File: src/rtl/window_scan_ctrl_if.sv
// Handshake/bus bundle between the window scan sequencer and its
// neighbours (pixel source, window memory, downstream filter).
//   master : drives start, pix_valid, pix_data, out_ready; observes the rest
//   slave  : the sequencer side (window_scan_ctrl)
interface window_scan_ctrl_if;
   logic       start;
   logic       pix_valid;
   logic [7:0] pix_data;
   logic       pix_ready;
   logic       out_ready;
   logic       mem_rst_n;
   logic       mem_wr;
   logic [7:0] mem_pixelw;
   logic       mem_rd;
   logic       win_valid;
   logic [5:0] win_row;
   logic [7:0] win_col;
   logic       busy;
   logic       done;

   modport master (
      output start, pix_valid, pix_data, out_ready,
      input  pix_ready, mem_rst_n, mem_wr, mem_pixelw, mem_rd,
             win_valid, win_row, win_col, busy, done
   );

   modport slave (
      input  start, pix_valid, pix_data, out_ready,
      output pix_ready, mem_rst_n, mem_wr, mem_pixelw, mem_rd,
             win_valid, win_row, win_col, busy, done
   );
endinterface

File: src/rtl/window_scan_ctrl.sv
// Sequencer for the padded 3x3 window memory. Per frame it pulses the
// memory reset to rewind its pointers, streams LOAD_WORDS pixels in, then
// issues one read per output window (IMG_W x OUT_ROWS) and tags each window
// with row/col, aligned RD_LAT cycles after the read.
// Ports:
//   clk  : clock, rising edge
//   rst  : synchronous active-high reset
//   ctl  : window_scan_ctrl_if.slave (start, pixel handshake, memory
//          control, window valid/tags, busy/done status)
module window_scan_ctrl #(
   parameter int unsigned IMG_W      = 256,
   parameter int unsigned OUT_ROWS   = 32,
   parameter int unsigned LOAD_WORDS = 8772,
   parameter int unsigned RD_LAT     = 1
) (
   input logic                clk,
   input logic                rst,
   window_scan_ctrl_if.slave  ctl
);

   localparam logic [13:0] LOAD_LAST  = 14'(LOAD_WORDS - 1);
   localparam logic [13:0] ISSUE_TOT  = 14'(IMG_W * OUT_ROWS);
   localparam logic [13:0] ISSUE_LAST = 14'(IMG_W * OUT_ROWS - 1);
   localparam logic [7:0]  COL_LAST   = 8'(IMG_W - 1);
   localparam int unsigned DW         = (RD_LAT > 1) ? $clog2(RD_LAT) : 1;
   localparam logic [DW-1:0] DRAIN_LAST = DW'(RD_LAT - 1);

   typedef enum logic [2:0] {
      S_IDLE, S_CLEAR, S_LOAD, S_SCAN, S_DRAIN, S_DONE
   } state_t;

   state_t        state_q, state_d;
   logic [13:0]   load_cnt_q, load_cnt_d;
   logic [13:0]   issue_cnt_q, issue_cnt_d;
   logic [7:0]    col_q, col_d;
   logic [5:0]    row_q, row_d;
   logic [DW-1:0] drain_q, drain_d;
   logic          done_q, done_d;
   logic          accept, rd;

   logic          vld_q [RD_LAT];
   logic [5:0]    row_pipe_q [RD_LAT];
   logic [7:0]    col_pipe_q [RD_LAT];

   assign accept = (state_q == S_LOAD) && ctl.pix_valid;
   assign rd     = (state_q == S_SCAN) && ctl.out_ready && (issue_cnt_q < ISSUE_TOT);

   always_comb begin
      state_d     = state_q;
      load_cnt_d  = load_cnt_q;
      issue_cnt_d = issue_cnt_q;
      col_d       = col_q;
      row_d       = row_q;
      drain_d     = drain_q;
      done_d      = 1'b0;
      case (state_q)
         S_IDLE, S_DONE: begin
            if (ctl.start) state_d = S_CLEAR;
         end
         S_CLEAR: begin
            load_cnt_d  = '0;
            issue_cnt_d = '0;
            col_d       = '0;
            row_d       = '0;
            drain_d     = '0;
            state_d     = S_LOAD;
         end
         S_LOAD: begin
            if (accept) begin
               load_cnt_d = load_cnt_q + 14'd1;
               if (load_cnt_q == LOAD_LAST) state_d = S_SCAN;
            end
         end
         S_SCAN: begin
            if (rd) begin
               issue_cnt_d = issue_cnt_q + 14'd1;
               if (col_q == COL_LAST) begin
                  col_d = '0;
                  row_d = row_q + 6'd1;
               end else begin
                  col_d = col_q + 8'd1;
               end
               if (issue_cnt_q == ISSUE_LAST) state_d = S_DRAIN;
            end
         end
         S_DRAIN: begin
            // Hold for RD_LAT cycles so the last window leaves the memory
            if (drain_q == DRAIN_LAST) begin
               state_d = S_DONE;
               done_d  = 1'b1;
            end else begin
               drain_d = drain_q + 1'b1;
            end
         end
         default: state_d = S_IDLE;
      endcase
   end

   always_ff @(posedge clk) begin
      if (rst) begin
         state_q     <= S_IDLE;
         load_cnt_q  <= '0;
         issue_cnt_q <= '0;
         col_q       <= '0;
         row_q       <= '0;
         drain_q     <= '0;
         done_q      <= 1'b0;
      end else begin
         state_q     <= state_d;
         load_cnt_q  <= load_cnt_d;
         issue_cnt_q <= issue_cnt_d;
         col_q       <= col_d;
         row_q       <= row_d;
         drain_q     <= drain_d;
         done_q      <= done_d;
      end
   end

   // Read strobe and issue tags delayed to line up with the memory outputs
   always_ff @(posedge clk) begin
      if (rst) begin
         for (int unsigned i = 0; i < RD_LAT; i++) begin
            vld_q[i]      <= 1'b0;
            row_pipe_q[i] <= '0;
            col_pipe_q[i] <= '0;
         end
      end else begin
         vld_q[0]      <= rd;
         row_pipe_q[0] <= row_q;
         col_pipe_q[0] <= col_q;
         for (int unsigned i = 1; i < RD_LAT; i++) begin
            vld_q[i]      <= vld_q[i-1];
            row_pipe_q[i] <= row_pipe_q[i-1];
            col_pipe_q[i] <= col_pipe_q[i-1];
         end
      end
   end

   assign ctl.pix_ready  = (state_q == S_LOAD);
   assign ctl.mem_wr     = accept;
   assign ctl.mem_pixelw = accept ? ctl.pix_data : '0;
   assign ctl.mem_rd     = rd;
   assign ctl.mem_rst_n  = (state_q != S_CLEAR);
   assign ctl.busy       = (state_q != S_IDLE) && (state_q != S_DONE);
   assign ctl.done       = done_q;
   assign ctl.win_valid  = vld_q[RD_LAT-1];
   assign ctl.win_row    = row_pipe_q[RD_LAT-1];
   assign ctl.win_col    = col_pipe_q[RD_LAT-1];

endmodule

File: src/flat_wrapper.sv
// flat-port wrapper written by rule: the top's interface ports become plain ports
module window_scan_ctrl_flat 
#(
   parameter int unsigned IMG_W      = 256,
   parameter int unsigned OUT_ROWS   = 32,
   parameter int unsigned LOAD_WORDS = 8772,
   parameter int unsigned RD_LAT     = 1
)
  (clk, rst, ctl_start, ctl_pix_valid, ctl_pix_data, ctl_out_ready, ctl_pix_ready, ctl_mem_rst_n, ctl_mem_wr, ctl_mem_pixelw, ctl_mem_rd, ctl_win_valid, ctl_win_row, ctl_win_col, ctl_busy, ctl_done);
  window_scan_ctrl_if ctl_i ();
  input logic clk;
  input logic rst;
  input wire logic [$bits(ctl_i.start)-1:0] ctl_start;
  input wire logic [$bits(ctl_i.pix_valid)-1:0] ctl_pix_valid;
  input wire logic [$bits(ctl_i.pix_data)-1:0] ctl_pix_data;
  input wire logic [$bits(ctl_i.out_ready)-1:0] ctl_out_ready;
  output wire logic [$bits(ctl_i.pix_ready)-1:0] ctl_pix_ready;
  output wire logic [$bits(ctl_i.mem_rst_n)-1:0] ctl_mem_rst_n;
  output wire logic [$bits(ctl_i.mem_wr)-1:0] ctl_mem_wr;
  output wire logic [$bits(ctl_i.mem_pixelw)-1:0] ctl_mem_pixelw;
  output wire logic [$bits(ctl_i.mem_rd)-1:0] ctl_mem_rd;
  output wire logic [$bits(ctl_i.win_valid)-1:0] ctl_win_valid;
  output wire logic [$bits(ctl_i.win_row)-1:0] ctl_win_row;
  output wire logic [$bits(ctl_i.win_col)-1:0] ctl_win_col;
  output wire logic [$bits(ctl_i.busy)-1:0] ctl_busy;
  output wire logic [$bits(ctl_i.done)-1:0] ctl_done;
  assign ctl_i.start = ctl_start;
  assign ctl_i.pix_valid = ctl_pix_valid;
  assign ctl_i.pix_data = ctl_pix_data;
  assign ctl_i.out_ready = ctl_out_ready;
  assign ctl_pix_ready = ctl_i.pix_ready;
  assign ctl_mem_rst_n = ctl_i.mem_rst_n;
  assign ctl_mem_wr = ctl_i.mem_wr;
  assign ctl_mem_pixelw = ctl_i.mem_pixelw;
  assign ctl_mem_rd = ctl_i.mem_rd;
  assign ctl_win_valid = ctl_i.win_valid;
  assign ctl_win_row = ctl_i.win_row;
  assign ctl_win_col = ctl_i.win_col;
  assign ctl_busy = ctl_i.busy;
  assign ctl_done = ctl_i.done;
  window_scan_ctrl #(.IMG_W(IMG_W), .OUT_ROWS(OUT_ROWS), .LOAD_WORDS(LOAD_WORDS), .RD_LAT(RD_LAT)) u_core (.clk(clk), .rst(rst), .ctl(ctl_i));
endmodule
File: config.mk
export PLATFORM = sky130hd
export DESIGN_NAME = window_scan_ctrl_flat
export DESIGN_NICKNAME = d
export VERILOG_FILES = /design/src/rtl/window_scan_ctrl_if.sv /design/src/rtl/window_scan_ctrl.sv /design/src/flat_wrapper.sv
export SDC_FILE = /design/constraint.sdc
export NUM_CORES = 1
export LEC_CHECK = 0
export CORE_AREA = 4 4 85 87
export CTS_CLUSTER_DIAMETER = 80
export DETAILED_ROUTE_END_ITERATION = 10
export DIE_AREA = 0 0 89 91
export GPL_TIMING_DRIVEN = 0
export PLACE_DENSITY = 0.63
export SETUP_SLACK_MARGIN = 0.15
export SYNTH_ARGS = -nofsm -noshare
export SYNTH_HDL_FRONTEND = slang
export SYNTH_SLANG_ARGS = --single-unit
File: constraint.sdc
create_clock -name clk -period 2.65 [get_ports clk]
set_input_delay 0.3975 -clock clk [delete_from_list [all_inputs] [get_ports clk]]
set_output_delay 0.3975 -clock clk [all_outputs]
set_load 0.1 [all_outputs]
# Word-level counts from Yosys, hierarchy flattened
# Memories as Yosys holds them, arrays and structs flattened.
# Cells that the tools add are included.
# Widths: inputs -> output; s select.
[totals] reg_bits=47 word_cells=82 mem_count=3 mem_bits_rw=15 in_bits=13 output_inout_bits=29
[op_classes] add_sub_neg=5 n_bitwise=1 mux=30 n_lt_le_gt_ge=1 reduce_logical=18 eq_ne=17
[mem_list] name="u_core.col_pipe_q" depth=1 width=8 rd=1 rd_clocked_by_memory_dff=0 write_ports=1 line_no="window_scan_ctrl.sv:43" text="logic [7:0] col_pipe_q [RD_LAT];"
[mem_list] name="u_core.row_pipe_q" depth=1 width=6 rd=1 rd_clocked_by_memory_dff=0 write_ports=1 line_no="window_scan_ctrl.sv:42" text="logic [5:0] row_pipe_q [RD_LAT];"
[mem_list] name="u_core.vld_q" depth=1 width=1 rd=1 rd_clocked_by_memory_dff=0 write_ports=1 line_no="window_scan_ctrl.sv:41" text="logic vld_q [RD_LAT];"
[op_table] cell="$pmux 14 s2" n=2
[op_table] cell="$mux 8" n=4
[op_table] cell="$add 14x1->14 const B" n=2
[op_table] cell="$mux 14" n=2
[op_table] cell="$mux 3" n=6
[op_table] cell="$mux 6" n=3
[op_table] cell="$pmux 8 s2" n=1
[op_table] cell="$pmux 3 s5" n=1
[op_table] cell="$eq 14x13->1 const B" n=1
[op_table] cell="$eq 14x14->1 const B" n=1
[op_table] cell="$lt 14x14->1 const B" n=1
[op_table] cell="$pmux 6 s2" n=1
[op_table] cell="$mux 1" n=9
[op_table] cell="$add 8x1->8 const B" n=1
[op_table] cell="$eq 8x8->1 const B" n=1
[op_table] cell="$ne 2x2->1 const B" n=4
[op_table] cell="$reduce_or 8->1" n=1
[op_table] cell="$add 6x1->6 const B" n=1
[op_table] cell="$eq 3x2->1 const B" n=2
[op_table] cell="$eq 3x3->1 const B" n=2
[op_table] cell="$ne 2x1->1 const B" n=3
[op_table] cell="$reduce_and 6->1" n=1
[op_table] cell="$reduce_bool 2->1" n=3
[op_table] cell="$reduce_or 6->1" n=1
[op_table] cell="other kinds (13)" n=18

# Logic depth before layout (Yosys ltp)
# Gate-level depths: netlist of the first run.
[logic_depth] depth_word=5 depth_mapped=6 depth_no_buf=5

# Least setup slack after synthesis of the first run
# OpenSTA, ideal clock, no wires.
[synth_timing] kind="input to output" start="input port ctl_pix_valid" end="output port ctl_mem_pixelw[0]" path_buffers=2 path_slack_ns=-0.401 t_required_ns=2.253 t_arrival_ns=2.654 stages=4 cell_sequence="and4bb_2 buf_2 clkbuf_1 and2_1"
[synth_between] elab_chain_len=2
[synth_rtl] element="start: declaration" line_no="flat_wrapper.sv:14" text="input wire logic [$bits(ctl_i.pix_valid)-1:0] ctl_pix_valid;"
[synth_rtl] element="$logic_and 1x1->1" line_no="window_scan_ctrl.sv:45" text="assign accept = (state_q == S_LOAD) && ctl.pix_valid;"
[synth_rtl] element="via ctl_mem_wr" line_no="flat_wrapper.sv:19" text="output wire logic [$bits(ctl_i.mem_wr)-1:0] ctl_mem_wr;"
[synth_rtl] element="$mux 8" line_no="window_scan_ctrl.sv:141" text="assign ctl.mem_pixelw = accept ? ctl.pix_data : '0;"
[synth_rtl] element="end: declaration" line_no="flat_wrapper.sv:20" text="output wire logic [$bits(ctl_i.mem_pixelw)-1:0] ctl_mem_pixelw;"
# The timed path passes the listed nets, and every way through them passes these cells.

# Final worst setup path of the first run
[layout_timing] start="register u_core.state_q[1]" end="output port ctl_busy"
[layout_between] elab_chain_len=2
[layout_rtl] element="start: declaration" line_no="window_scan_ctrl.sv:32" text="state_t state_q, state_d;"
[layout_rtl] element="start signal: assignment" line_no="window_scan_ctrl.sv:109" text="state_q <= state_d;"
[layout_rtl] element="$ne 3x3->1 / $reduce_bool 3->1 (equally long branches)" line_no="window_scan_ctrl.sv:144" text="assign ctl.busy = (state_q != S_IDLE) && (state_q != S_DONE);"
[layout_rtl] element="$logic_and 1x1->1 *" line_no="window_scan_ctrl.sv:144"
[layout_rtl] element="end: declaration" line_no="flat_wrapper.sv:25" text="output wire logic [$bits(ctl_i.busy)-1:0] ctl_busy;"
# Mark *: on every way between the ends. The rest lies on a longest branch, timed or not.

==> results of run 1 <==
==> what timing repair did <==
item | 4_1_cts | 5_1_grt
endpoints found under the setup margin | 13 | 12
endpoints found under the hold margin | 0 | 0
gates resized for setup | 67 | 13
cloned | 0 | 0
setup buffers | 0 | 3
==> cells by family (layout without fill, tap and decap cells) <==
kind of cell             Yosys count  in the layout  synth area share (%)
AND/OR/NAND/NOR                  139            139                 27.66
AO/OA/AOI/OAI                     75             75                 17.97
flip-flops                        61             61                 43.75
buffers and inverters             29             88                 4.123
XOR/XNOR                          15             15                 4.707
adder cells (fa/ha/maj)            4              4                 1.793
==> worst reg2reg max path, delay by kind of cell (launching register included) <==
| kind | cells | cell delay, ps |
|---|---|---|
| AND/OR/NAND/NOR | 3 | 850 |
| AO/OA/AOI/OAI | 1 | 600 |
| flip-flops | 1 | 400 |
| adder cells (fa/ha/maj) | 1 | 200 |
==> power breakdown <==
group	internal [uW]	switching, uW
combinational	100	282
clock	341	392
sequential	929	13.3
total	1370	688
==> metrics by stage <==
stage,setup TNS (ps),area (sq um),hold WS (ps)
after floorplan,0,2804,444.8
after global placement,-5971,3301,472.2
after detailed placement,-6061,3301,484.8
after CTS,0,3452,487.6
after global routing,0,3502,522.8
final,0,3502,485.2
==> flip-flops by register name, summed over array words and instances, names as in the netlist <==
register            count
u_core.ctl.done         1
u_core.load_cnt_q      14
u_core.row_pipe_q       6
u_core.issue_cnt_q     14
u_core.col_pipe_q       8
u_core.col_q            8
u_core.row_q            6
u_core.state_q          3
u_core.vld_q            1
==> synthesized netlist by cell type, drive strengths merged <==
cell     number  area, sq um
and4bb        1        12.51
or3          11        68.82
nand4         6        37.54
nand2b        4        25.02
nand4b        3        26.28
o2111ai       3        26.28
o41ai         1        8.760
a2111oi       3        27.53
and3          2        12.51
nor3b         1        7.510
ha            4        50.05
a41oi         2        17.52
a22oi         3        22.52
inv           9        33.78
nor4          6        37.54
a311oi        2        17.52
clkbuf       14        52.55
or4           8        60.06
nand3        13        65.06
a21o          3        22.52
nand3b        1        7.510
a21oi        20        100.1
a211oi       10        75.07
nor3          8        40.04
and4          4        35.03
a211o         1        8.760
or2           2        12.51
o21ai        15        75.07
o21a          1        7.510
a31oi         1        6.260
dfxtp        61         1221
nor2b        14        87.58
nor2         30        112.6
buf           6        28.77
o211ai        2        15.01
a221o         3        30.03
and2         12        75.07
nand2        13        48.80
o31ai         4        30.03
o41a          1        11.26
xnor2        12        105.1
xor2          3        26.28
==> placed cells by master, fill, tap and decap left out, types with 5 or more instances in the layout <==
cell type and instances:
buf_2 6, a21oi_1 20, xnor2_1 12, dfxtp_1 61, nor2_1 29, nor4_1 6
nand3_1 13, buf_6 8, a211oi_1 10, clkdlybuf4s50_1 27, or3_1 11, nand2_1 13
and2_1 5, or4_1 8, clkbuf_8 9, and2_2 7, inv_1 9, nor2b_1 14
o21ai_0 15, nand4_1 6, clkbuf_1 11, nor3_1 8
==> final cells by class <==
class / count / area, sq um / share of cell area (%)
Buffer: 20 / 85.08 / 2.429
Tap cell: 77 / 96.34 / 2.751
Inverter: 9 / 33.78 / 0.9646
Timing Repair Buffer: 43 / 422.9 / 12.08
Sequential cell: 61 / 1221 / 34.87
Multi-Input combinational cell: 233 / 1466 / 41.87
Clock inverter: 7 / 52.55 / 1.501
Clock buffer: 9 / 123.9 / 3.537
==> path summary, 6_finish.rpt <==
kind / start / to / slack [ps] / cells after the start
setup / recovery: u_core.state_q[1] / ctl_busy / 250 / 4
hold / removal: rst / u_core.row_pipe_q[0][1] / 490 / 2
setup reg to reg: u_core.col_q[0] / u_core.col_q[7] / 480 / 5
hold reg to reg: u_core.load_cnt_q[13] / u_core.load_cnt_q[13] / 490 / 2
==> metal layers <==
layer | up-vias | track usage (%) | part of all wire (%)
met1 | 1259 | 21.50 | 46
met4 | 0 | 6.328 | 1.4
met3 | 10 | 4.706 | 4.6
li1 | 1296 | - | -
met2 | 60 | 28.34 | 48
met5 | - | 0 | 0
==> flow_summary.json, run 1 <==
{
  "status": "completed",
  "drtAntennaViolNets": 0,
  "critPathBufInv": 3,
  "drc": 0,
  "die_y_um": 91,
  "io-pin-count": 42,
  "fin_ws_ps": 246.7,
  "p_total_uw": 2058,
  "end_kind": "output pin",
  "totalWireLength_mm": 6.802,
  "syn-num-nets": 340,
  "path_clk_slew_ps": 70,
  "clock_latency_ps": 340,
  "worst_hold_path_type": "in -> reg",
  "area_growth_pct": 25.46,
  "ys_warn_count": 0,
  "synth_area_sq_um": 2791,
  "ir_drop_mv": 0.4389,
  "dpl.cell_count": 440,
  "pre_cts_slack_ps": -633.7,
  "slew_headroom_pct": 34.64,
  "grt_max_degree": 13,
  "cp-start-kind": "register",
  "rsz0062_at_grt": "no",
  "path_class": "reg -> out",
  "max_freq_mhz": 416.1,
  "skew_ps": 5.241,
  "avgSynthCellArea_sq_um": 8.642,
  "cts_hold_buf": 0,
  "post-dp-hpwl_mm": 4.827,
  "setup_viol": 0,
  "critPathTopFamily": "buffers and inverters",
  "grt_pass1_wl_mm": 11.14,
  "drt-initial-drc-count": 156,
  "n_antenna_cell": 0,
  "final_util_pct": 55.15,
  "die-area_sq_um": 8099,
  "grt.total_usage_pct": 17.29,
  "nets": 394,
  "leakagePower_uw": 0.001175,
  "htree_levels": 3,
  "drv_slew": 0,
  "clockBufferDepth": 2,
  "netlist_instances": 323,
  "synth_cell_type_count": 44,
  "crit_required_ps": 2250,
  "slowest_stage": "clkdlybuf4s15_2",
  "gp_congestion": 0.8109,
  "cts-buffers-inserted": 9,
  "fillers": 592,
  "cap_violations": 0,
  "drive_gt1_share_pct": 13.09,
  "critPathMaxStageDelay_ps": 560,
  "core-area_sq_um": 6350,
  "vias": 2625,
  "grt.overflow.total": 0,
  "period_share_pct": 90.69,
  "ys_ff_latch": 61,
  "yosysSeqAreaShare_pct": 43.75,
  "fin_cells": 459,
  "finalHoldViolations": 0,
  "fin_crit_ps": 2403,
  "worst_pin_slew_ps": 977.4,
  "cp.arrival_ps": 2010,
  "via_per_inst": 5.719,
  "cts_tree": "built",
  "die_w_um": 89,
  "avgRoutedWirePerCell_um": 14.82,
  "crit_chain": "clkbuf_1 -> inv_1 -> nand3_1 -> clkdlybuf4s15_2",
  "grt_pass1_vias": 2371,
  "powerDensity_nw_per_um2": 587.5,
  "crit_path_max_fanout": 10,
  "cts.sinks": 61,
  "row_count": 29,
  "root_buffer": "clkbuf_8",
  "antenna_found_initial": 0,
  "drt_pass1_iterations": 4,
  "io_buffers": 40,
  "initial_core_util_pct": 43.96
}
(Power assumes the default switching activity.)
==> run 2: changes to the inputs <==
--- a/config.mk
+++ b/config.mk
@@ -5,13 +5,15 @@
 export SDC_FILE = /design/constraint.sdc
 export NUM_CORES = 1
 export LEC_CHECK = 0
-export CORE_AREA = 4 4 85 87
+export CORE_AREA = 4 4 89 91
 export CTS_CLUSTER_DIAMETER = 80
 export DETAILED_ROUTE_END_ITERATION = 10
-export DIE_AREA = 0 0 89 91
+export DIE_AREA = 0 0 93 95
 export GPL_TIMING_DRIVEN = 0
-export PLACE_DENSITY = 0.63
+export PLACE_DENSITY = 0.58
+export REMOVE_ABC_BUFFERS = 1
 export SETUP_SLACK_MARGIN = 0.15
+export SLEW_MARGIN = 20
 export SYNTH_ARGS = -nofsm -noshare
 export SYNTH_HDL_FRONTEND = slang
 export SYNTH_SLANG_ARGS = --single-unit
==> flow_summary.json, run 2 (synthesis results as in run 1) <==
{
  "seq_area_sq_um": 1226,
  "maxUsedRoutingLayer": "met4",
  "path_class": "reg -> out",
  "die-area_sq_um": 8835,
  "dr_wl_met2_mm": 2.549,
  "dpl_cell_area_sq_um": 3239,
  "final_area_sq_um": 3472,
  "htree_levels": 3,
  "mostFrequentLayoutCells": "dfxtp_1, nor2_1, clkdlybuf4s50_1, a21oi_1, o21ai_0",
  "fillers": 709,
  "max_freq_mhz": 421.0,
  "worst_pin_slew_ps": 965.6,
  "fin_setup_tns_ps": 0,
  "leakagePower_uw": 0.001153,
  "ir_drop_mv": 0.2335,
  "io-pin-count": 42,
  "cap_violations": 0,
  "area_growth_pct": 24.38,
  "multi_input_area_sq_um": 1475,
  "skew_ps": 8.655,
  "die_y_um": 95,
  "rrSetupSlack_ps": 560,
  "cts-buffers-inserted": 9,
  "avgRoutedWirePerCell_um": 13.07,
  "cp.arrival_ps": 1980,
  "p_switching_uw": 673.8,
  "io_buffers": 41,
  "period_share_pct": 89.62,
  "initial_core_util_pct": 39.11,
  "powerDensity_nw_per_um2": 640.3,
  "status": "completed",
  "via_per_inst": 5.278,
  "totalWireLength_mm": 6.064,
  "fin_crit_ps": 2375,
  "grt_pass1_wl_mm": 10.54,
  "finalHoldViolations": 0,
  "end_kind": "output pin",
  "grt_max_degree": 37,
  "dr_wl_met3_um": 227,
  "nets": 377,
  "crit_required_ps": 2250,
  "drtAntennaViolNets": 0,
  "switching_share_pct": 30.31,
  "core-area_sq_um": 7137,
  "rsz0062_at_grt": "no",
  "largest_registers": "u_core.issue_cnt_q: 14 flops, u_core.load_cnt_q: 14 flops",
  "power_frac_comb_pct": 14.8,
  "vias": 2449,
  "row_count": 31,
  "grt.overflow.total": 0,
  "p_int_uw": 1549,
  "cts_tree": "built",
  "final_common_cell": "dfxtp_1",
  "drive_gt1_share_pct": 11.51,
  "grt_pass1_vias": 2280,
  "cp-start-kind": "register",
  "worst_hold_path_type": "reg -> reg",
  "n_antenna_cell": 0,
  "p_seq_share_pct": 43.6,
  "clock_latency_ps": 340,
  "crit_path_max_fanout": 13,
  "grt.total_usage_pct": 14.83,
  "wl_met1_mm": 3.163,
  "drc": 0,
  "drt-initial-drc-count": 105,
  "antenna_found_initial": 0,
  "path_clk_slew_ps": 70,
  "slew_headroom_pct": 35.43,
  "gp_congestion": 0.7398,
  "setup_viol": 0,
  "drt_pass1_iterations": 4,
  "die_w_um": 93,
  "drv_slew": 0,
  "cts.sinks": 61,
  "post-dp-hpwl_mm": 3.932,
  "clockBufferDepth": 2,
  "p_clk_share_pct": 41.6,
  "root_buffer": "clkbuf_8"
}
-- run 2: cell count changes in the layout (fill, tap and decap cells not counted), sizes merged --
cell	change
buf	-3
clkinv	-3
inv	+1
clkbuf	-14
bufinv	+2
-- run 2: final cells by class --
cell class	instances	share of cell area [%]
clock buffer	9	3.568
clock inverter	7	2.847
inverter	9	0.9730
multi-input combinational	233	42.49
sequential	61	35.32
tap	99	3.568
timing repair buffer	46	11.24
-- run 2: final timing paths --
kind	from	to	cells past startpoint
setup / recovery	u_core.state_q[2]	ctl_mem_rst_n	3
hold / removal	u_core.issue_cnt_q[11]	u_core.issue_cnt_q[11]	2
setup reg to reg	u_core.col_q[0]	u_core.col_q[0]	5
hold reg to reg	u_core.issue_cnt_q[11]	u_core.issue_cnt_q[11]	2
-- run 2: metrics by stage --
step	total power (uW)	std cells	setup WS [ps]	utilization [%]	hold slack, ps
5_1_grt	2310	464	172.7	48.65	521.4
6_report	2223	464	274.9	48.65	496.6
3_5_place_dp	1315	443	-823.5	45.39	481.0
3_3_place_gp	1315	443	-817.5	45.46	471.0
4_1_cts	2235	459	131.7	48.19	495.1
2_1_floorplan	1209	303	-278.5	-	444.8
-- run 2: worst max-delay path: stages (launching register included) --
cell	delay, ps
dfxtp_1	610
nor3b_4	110
inv_1	60
dlygate4sd2_1	850
-- run 2: timing repair --
item | CTS | global route
resized for setup | 60 | 6
endpoints found under the setup margin | 40 | 13
setup buffers | 0 | 5
pin swaps | 0 | 1
hold buffers | 0 | 0
-- run 2: layer usage --
layer,up-vias,GRT usage [%]
li1,1259,-
met1,1134,19.93
met2,45,22.86
met3,11,2.789
met4,0,7.204
met5,-,0
-- run 2: power groups by stage --
stage                     registers, uW  clock network [uW]  logic, uW
after floorplan                     988                   0        221
after global placement              986                   0        329
after detailed placement            986                   0        328
after CTS                           968                 945        322
after global routing                975                 982        353
final                               970                 926        328
